`src/rtl/dft_axi4lite_responder_if.sv`:
```
// AXI4-lite slave bus bundle for the DFT responder; master drives requests, slave drives responses.
interface dft_axi4lite_responder_if #(
  parameter int AW = 32,
  parameter int DW = 64
);
  logic [AW-1:0]   s_awaddr;
  logic            s_awvalid;
  logic            s_awready;
  logic [DW-1:0]   s_wdata;
  logic [DW/8-1:0] s_wstrb;
  logic            s_wvalid;
  logic            s_wready;
  logic [1:0]      s_bresp;
  logic            s_bvalid;
  logic            s_bready;
  logic [AW-1:0]   s_araddr;
  logic            s_arvalid;
  logic            s_arready;
  logic [DW-1:0]   s_rdata;
  logic [1:0]      s_rresp;
  logic            s_rvalid;
  logic            s_rready;

  modport master (
    output s_awaddr, s_awvalid, s_wdata, s_wstrb, s_wvalid, s_bready,
           s_araddr, s_arvalid, s_rready,
    input  s_awready, s_wready, s_bresp, s_bvalid, s_arready, s_rdata, s_rresp, s_rvalid
  );

  modport slave (
    input  s_awaddr, s_awvalid, s_wdata, s_wstrb, s_wvalid, s_bready,
           s_araddr, s_arvalid, s_rready,
    output s_awready, s_wready, s_bresp, s_bvalid, s_arready, s_rdata, s_rresp, s_rvalid
  );
endinterface

```
`src/rtl/dft_axi4lite_responder.sv`:
```
// AXI4-lite register front-end feeding 32 words into the DFT core and capturing 32 result words.
// Optional WAIT-state watchdog enabled by defining DFT_AXI_WATCHDOG_EN.
module dft_axi4lite_responder #(
  parameter int AW           = 32,
  parameter int DW           = 64,
  parameter int CORE_LAT_MAX = 1024
) (
  input  logic                     clk_i,
  input  logic                     rst_i,
  dft_axi4lite_responder_if.slave  axi,
  output logic                     core_next_o,
  output logic [63:0]              core_x_o,
  input  logic                     core_next_out_i,
  input  logic [63:0]              core_y_i
);

  typedef enum logic [2:0] {IDLE, FEED, WAIT, CAPT, DONE} state_t;

  state_t        state;
  logic [5:0]    cnt;
  logic          start_q, busy_q, done_q, timeout_q;
  logic [63:0]   x_mem [32];
  logic [63:0]   y_mem [32];

  logic          wr_acc, rd_acc;
  logic          wr_err, wr_x, wr_start;
  logic          rd_err;
  logic [DW-1:0] rd_data;
  logic [11:0]   wa, ra;
  logic          unused_addr;

  assign wa = axi.s_awaddr[11:0];
  assign ra = axi.s_araddr[11:0];
  assign unused_addr = &{1'b0, axi.s_awaddr[AW-1:12], axi.s_araddr[AW-1:12]};

  // Ready is offered only while the matching response slot is free; held low during reset.
  assign wr_acc        = axi.s_awvalid && axi.s_wvalid && !axi.s_bvalid && !rst_i;
  assign rd_acc        = axi.s_arvalid && !axi.s_rvalid && !rst_i;
  assign axi.s_awready = wr_acc;
  assign axi.s_wready  = wr_acc;
  assign axi.s_arready = rd_acc;

  always_comb begin
    wr_err   = 1'b1;
    wr_x     = 1'b0;
    wr_start = 1'b0;
    if (wa[2:0] == 3'b000) begin
      if (wa == 12'h000) begin
        wr_err   = busy_q;
        wr_start = !busy_q;
      end else if (wa[11:8] == 4'h1) begin
        wr_err = busy_q;
        wr_x   = !busy_q;
      end
    end
  end

  always_comb begin
    rd_err  = 1'b1;
    rd_data = '0;
    if (ra[2:0] == 3'b000) begin
      if (ra == 12'h000) begin
        rd_err  = 1'b0;
        rd_data = {63'b0, start_q};
      end else if (ra == 12'h008) begin
        rd_err  = 1'b0;
        rd_data = {61'b0, timeout_q, busy_q, done_q};
      end else if (ra[11:8] == 4'h1) begin
        rd_err  = 1'b0;
        rd_data = x_mem[ra[7:3]];
      end else if (ra[11:8] == 4'h2) begin
        rd_err  = busy_q;
        rd_data = y_mem[ra[7:3]];
      end
    end
  end

  always_ff @(posedge clk_i) begin
    if (rst_i) begin
      axi.s_bvalid <= 1'b0;
      axi.s_bresp  <= 2'b00;
      axi.s_rvalid <= 1'b0;
      axi.s_rresp  <= 2'b00;
      axi.s_rdata  <= '0;
    end else begin
      if (wr_acc) begin
        axi.s_bvalid <= 1'b1;
        axi.s_bresp  <= wr_err ? 2'b10 : 2'b00;
      end else if (axi.s_bready) begin
        axi.s_bvalid <= 1'b0;
      end
      if (rd_acc) begin
        axi.s_rvalid <= 1'b1;
        axi.s_rresp  <= rd_err ? 2'b10 : 2'b00;
        axi.s_rdata  <= rd_data;
      end else if (axi.s_rready) begin
        axi.s_rvalid <= 1'b0;
      end
    end
  end

  always_ff @(posedge clk_i) begin
    if (wr_acc && wr_x) begin
      for (int unsigned b = 0; b < DW / 8; b++) begin
        if (axi.s_wstrb[b]) x_mem[wa[7:3]][8*b +: 8] <= axi.s_wdata[8*b +: 8];
      end
    end
  end

  always_ff @(posedge clk_i) begin
    if (!rst_i && state == CAPT) y_mem[cnt[4:0]] <= core_y_i;
  end

`ifdef DFT_AXI_WATCHDOG_EN
  localparam int WD_W = $clog2(CORE_LAT_MAX + 1);
  logic [WD_W-1:0] wd_cnt;
`else
  logic unused_lat;
  assign unused_lat = (CORE_LAT_MAX == 0);
`endif

  always_ff @(posedge clk_i) begin
    if (rst_i) begin
      state       <= IDLE;
      cnt         <= '0;
      start_q     <= 1'b0;
      busy_q      <= 1'b0;
      done_q      <= 1'b0;
      timeout_q   <= 1'b0;
      core_next_o <= 1'b0;
      core_x_o    <= '0;
`ifdef DFT_AXI_WATCHDOG_EN
      wd_cnt      <= '0;
`endif
    end else begin
      core_next_o <= 1'b0;
      case (state)
        IDLE: ;
        FEED: begin
          if (cnt == 6'd32) begin
            core_x_o <= '0;
            state    <= WAIT;
`ifdef DFT_AXI_WATCHDOG_EN
            wd_cnt   <= '0;
`endif
          end else begin
            core_x_o <= x_mem[cnt[4:0]];
            cnt      <= cnt + 6'd1;
          end
        end
        WAIT: begin
          if (core_next_out_i) begin
            state <= CAPT;
            cnt   <= '0;
          end
`ifdef DFT_AXI_WATCHDOG_EN
          else if (wd_cnt == WD_W'(CORE_LAT_MAX - 1)) begin
            state     <= IDLE;
            timeout_q <= 1'b1;
            done_q    <= 1'b1;
            busy_q    <= 1'b0;
          end else begin
            wd_cnt <= wd_cnt + 1'b1;
          end
`endif
        end
        CAPT: begin
          cnt <= cnt + 6'd1;
          if (cnt[4:0] == 5'd31) begin
            state  <= DONE;
            done_q <= 1'b1;
            busy_q <= 1'b0;
          end
        end
        DONE:    state <= IDLE;
        default: state <= IDLE;
      endcase
      // Placed after the case so a START landing in the DONE cycle still launches a new run.
      if (wr_acc && wr_start) begin
        start_q <= axi.s_wdata[0];
        if (!start_q && axi.s_wdata[0]) begin
          state       <= FEED;
          cnt         <= '0;
          core_next_o <= 1'b1;
          busy_q      <= 1'b1;
          done_q      <= 1'b0;
          timeout_q   <= 1'b0;
        end
      end
    end
  end

endmodule

```
`src/flat_wrapper.sv`:
```
// flat-port wrapper written by rule: the top's interface ports become plain ports
module dft_axi4lite_responder_flat 
#(
  parameter int AW           = 32,
  parameter int DW           = 64,
  parameter int CORE_LAT_MAX = 1024
)
  (clk_i, rst_i, core_next_o, core_x_o, core_next_out_i, core_y_i, axi_s_awaddr, axi_s_awvalid, axi_s_wdata, axi_s_wstrb, axi_s_wvalid, axi_s_bready, axi_s_araddr, axi_s_arvalid, axi_s_rready, axi_s_awready, axi_s_wready, axi_s_bresp, axi_s_bvalid, axi_s_arready, axi_s_rdata, axi_s_rresp, axi_s_rvalid);
  dft_axi4lite_responder_if #(.AW(AW), .DW(DW)) axi_i ();
  input  logic clk_i;
  input  logic rst_i;
  output logic core_next_o;
  output logic [63:0] core_x_o;
  input  logic core_next_out_i;
  input  logic [63:0] core_y_i;
  input wire logic [$bits(axi_i.s_awaddr)-1:0] axi_s_awaddr;
  input wire logic [$bits(axi_i.s_awvalid)-1:0] axi_s_awvalid;
  input wire logic [$bits(axi_i.s_wdata)-1:0] axi_s_wdata;
  input wire logic [$bits(axi_i.s_wstrb)-1:0] axi_s_wstrb;
  input wire logic [$bits(axi_i.s_wvalid)-1:0] axi_s_wvalid;
  input wire logic [$bits(axi_i.s_bready)-1:0] axi_s_bready;
  input wire logic [$bits(axi_i.s_araddr)-1:0] axi_s_araddr;
  input wire logic [$bits(axi_i.s_arvalid)-1:0] axi_s_arvalid;
  input wire logic [$bits(axi_i.s_rready)-1:0] axi_s_rready;
  output wire logic [$bits(axi_i.s_awready)-1:0] axi_s_awready;
  output wire logic [$bits(axi_i.s_wready)-1:0] axi_s_wready;
  output wire logic [$bits(axi_i.s_bresp)-1:0] axi_s_bresp;
  output wire logic [$bits(axi_i.s_bvalid)-1:0] axi_s_bvalid;
  output wire logic [$bits(axi_i.s_arready)-1:0] axi_s_arready;
  output wire logic [$bits(axi_i.s_rdata)-1:0] axi_s_rdata;
  output wire logic [$bits(axi_i.s_rresp)-1:0] axi_s_rresp;
  output wire logic [$bits(axi_i.s_rvalid)-1:0] axi_s_rvalid;
  assign axi_i.s_awaddr = axi_s_awaddr;
  assign axi_i.s_awvalid = axi_s_awvalid;
  assign axi_i.s_wdata = axi_s_wdata;
  assign axi_i.s_wstrb = axi_s_wstrb;
  assign axi_i.s_wvalid = axi_s_wvalid;
  assign axi_i.s_bready = axi_s_bready;
  assign axi_i.s_araddr = axi_s_araddr;
  assign axi_i.s_arvalid = axi_s_arvalid;
  assign axi_i.s_rready = axi_s_rready;
  assign axi_s_awready = axi_i.s_awready;
  assign axi_s_wready = axi_i.s_wready;
  assign axi_s_bresp = axi_i.s_bresp;
  assign axi_s_bvalid = axi_i.s_bvalid;
  assign axi_s_arready = axi_i.s_arready;
  assign axi_s_rdata = axi_i.s_rdata;
  assign axi_s_rresp = axi_i.s_rresp;
  assign axi_s_rvalid = axi_i.s_rvalid;
  dft_axi4lite_responder #(.AW(AW), .DW(DW), .CORE_LAT_MAX(CORE_LAT_MAX)) u_core (.clk_i(clk_i), .rst_i(rst_i), .axi(axi_i), .core_next_o(core_next_o), .core_x_o(core_x_o), .core_next_out_i(core_next_out_i), .core_y_i(core_y_i));
endmodule
```
`config.mk`:
```
export PLATFORM = sky130hd
export DESIGN_NAME = dft_axi4lite_responder_flat
export DESIGN_NICKNAME = d
export VERILOG_FILES = /design/src/rtl/dft_axi4lite_responder_if.sv /design/src/rtl/dft_axi4lite_responder.sv /design/src/flat_wrapper.sv
export SDC_FILE = /design/constraint.sdc
export NUM_CORES = 2
export LEC_CHECK = 0
export ABC_CLOCK_PERIOD_IN_PS = 10300
export CAP_MARGIN = 40
export CORE_UTILIZATION = 50
export DETAILED_ROUTE_END_ITERATION = 8
export PLACE_DENSITY = 0.7
export SLEW_MARGIN = 15
export SYNTH_ARGS = -nofsm -noshare
export SYNTH_HDL_FRONTEND = slang
export SYNTH_SLANG_ARGS = --single-unit
```
`constraint.sdc`:
```
create_clock -name clk_i -period 10.3 [get_ports clk_i]
set_input_delay 1.03 -clock clk_i [delete_from_list [all_inputs] [get_ports clk_i]]
set_output_delay 1.03 -clock clk_i [all_outputs]
set_load 0.05 [all_outputs]
```
==> results.toml <==
[floorplan]
fp.coreArea_um2 = 349700
die_x_um = 595.1
die_area_um2 = 354100
ioPinCount = 346
core.rowCount = 217
start_util_pct = 50.29
die_y_um = 595.1

[worst_setup_path]
path_max_fanout = 131
cp.arrival_ns = 5.39
endpoint_kind = "flip-flop"
crit_required_ns = 11.11
path_class = "flip-flop to flip-flop"
cp-start-kind = "flip-flop"

[clocking]
path_clk_slew_ns = 0.06
cts_max_level = 5
hold_buffers = 0
cts-root-buf = "clkbuf_16"
clk_latency_ns = 0.99
cts_resized = 0
cts_setup_buffers = 0
numCtsBuffers = 426
cts_buffer_depth = 4
clock-sinks = 4241
cts_tree = "done"

[outcome]
outcome = "completed"

[yosys]
postSynthAreaPerCell_um2 = 21.30
ys_seq_area_share_pct = 71.59
ys_ff_latch = 4241
ys_async_sr_fraction_pct = 0
synth_most_common_cell = "edfxtp_1"
synthTopCellsByCount = "edfxtp_1, mux4_2, a22oi_1, nor2_1, clkbuf_1"
syn_inst = 8257
synth_top_area_cell = "edfxtp_1"
ys_dominant_reg_cell = "edfxtp_1"
synth.distinct_cells = 55
yosysTopAreaCellShare_pct = 69.94
netlist_area_um2 = 175900
yosys-top-cells-area = "edfxtp_1, mux4_2, a22oi_1, dfxtp_1, mux2i_1"
synth_edf_count = 4096
synth_warnings = 0

[place]
dp_hpwl_um = 347400
finalWeightedCongestion = 0.9324
portBuffers = 303
placed_cells = 13142
placed_area_um2 = 188300

[detailed_routing]
ant_nets = 0
vias = 97568
viasPerCell = 6.935
drc_errors = 0
finalWirelength_um = 529900
first_pass_iters = 8
post_drt_wl_per_cell_um = 37.66
drt_iter0_markers = 15193

[pwr]
finalPower_mw = 35.95
power_frac_clock_pct = 43.0
leakage_nw = 63.02
ir_drop_uv = 140.9
seq_power_share_pct = 52.6
combPwrFrac_pct = 4.4
p_int_mw = 28.33
powerDensity_nw_per_um2 = 176.7
swShare_pct = 21.18
p_switching_mw = 7.611

[sta]
whs_ns = 0.4544
finClkSkew_ns = 0.05808
final_hold_viol_count = 0
fmax_mhz = 218.0
relSlewSlack_pct = 26.15
min_period_ns = 4.588
finalMaxSlewViolations = 0
rsz0062_at_grt = "false"
post-route-period-util_pct = 44.54
setup-violations-final = 0
tns_ns = 0
tightest_slew_ns = 1.108

[min_path]
hold_class = "flip-flop to flip-flop"

[finish]
area_growth_pct = 15.66
fin_area_um2 = 203400
final-instance-count-excl-fill = 14069
drive_above_1_share_pct = 31.56
nNetsFinal = 9272

[global_route]
grt_usage_pct = 29.54
first_global_vias = 95417
grt_overflow = 0
grt_first_pass_wirelength_um = 736900
antenna_found_initial = 83
grt_max_degree = 139

[job]
maxCapViolations = 0
power by group through the flow:
stage                     clock, mW  combinational [mW]  sequential (mW)
after floorplan                   0               0.778             19.3
after global placement            0                1.41             19.3
after detailed placement          0                1.53             19.3
after CTS                      15.6                1.53             18.9
after global routing           16.2                1.65             18.9
final                          15.5                1.59             18.9
path summary, 6_finish.rpt:
path,start,end,slack [ns],cells past startpoint
hold reg to reg,u_core.done_q,u_core.done_q,0.45,2
setup reg to reg,u_core.cnt[1],u_core.core_x_o[37],5.71,9
hold / removal,u_core.done_q,u_core.done_q,0.45,2
setup / recovery,u_core.cnt[1],u_core.core_x_o[37],5.71,9
through the flow:
stage | setup slack (ns) | utilization [%]
2_1_floorplan | 5.447 | -
4_1_cts | 5.903 | 57.80
3_3_place_gp | 5.101 | 52.65
6_report | 5.712 | 58.16
5_1_grt | 5.690 | 58.14
3_5_place_dp | 5.161 | 53.84
state kept, by name, summed over array words and instances, names as in the netlist:
name                 cells
u_core.core_next_o       1
u_core.start_q           1
u_core.axi.s_rresp       1
u_core.done_q            1
u_core.axi.s_rvalid      1
u_core.axi.s_bvalid      1
u_core.x_mem          2048
u_core.axi.s_rdata      64
u_core.state             3
u_core.axi.s_bresp       1
u_core.cnt               6
u_core.core_x_o         64
u_core.y_mem          2048
u_core.busy_q            1
cell usage in the layout, fill, tap and decap left out, types with 47 or more instances in the layout:
cell type / count
edfxtp_1: 4096
mux4_2: 1574
a22oi_1: 487
buf_4: 443
clkbuf_16: 435
nor2_1: 342
clkdlybuf4s50_1: 297
mux2i_1: 216
nand2_1: 164
dfxtp_1: 143
buf_8: 126
o22ai_1: 101
clkbuf_1: 94
clkinv_2: 83
o21ai_0: 70
nand4_1: 70
a21oi_1: 69
clkinv_1: 66
a221oi_1: 56
diode_2: 47
cells by family (layout without fill, tap and decap cells):
| family | count (synthesis) | in the layout | share of synthesized area [%] |
|---|---|---|---|
| fa+ha+maj | 5 | 5 | 0.03557 |
| other cells | 1 | 49 | 0.002132 |
| compound gates | 850 | 850 | 3.434 |
| simple gates | 752 | 752 | 1.897 |
| mux | 1803 | 1803 | 21.47 |
| flops | 4241 | 4241 | 71.59 |
| xor+xnor | 1 | 1 | 0.004981 |
| buf+inv | 604 | 1769 | 1.562 |
final cells by class:
class	instances	area, µm²
diodes	47	117.6
clock buffers	554	11580
well taps	4599	5754
repair buffers	967	10050
inverters	10	45.04
multi-input cells	3413	47660
fillers	24664	146300
clock inverters	238	2275
flip-flops and latches	4241	125900
critical path: stages, from the launching register on:
cell	delay [ns]
dfxtp_4	0.58
buf_4	0.72
buf_12	0.65
buf_4	0.52
buf_12	0.30
mux4_2	0.38
a22oi_1	0.35
nand4_1	0.25
a22oi_1	0.22
nor2_1	0.06
per-layer routing:
layer | up-vias | track usage [%] | routed length [µm]
met5 | - | 0.4192 | 799
met4 | 54 | 15.91 | 32650
met3 | 1262 | 8.814 | 66390
met2 | 7293 | 44.15 | 241900
met1 | 51501 | 39.27 | 188100
li1 | 37458 | - | -
No activity file was read; power rests on OpenSTA's default activity.
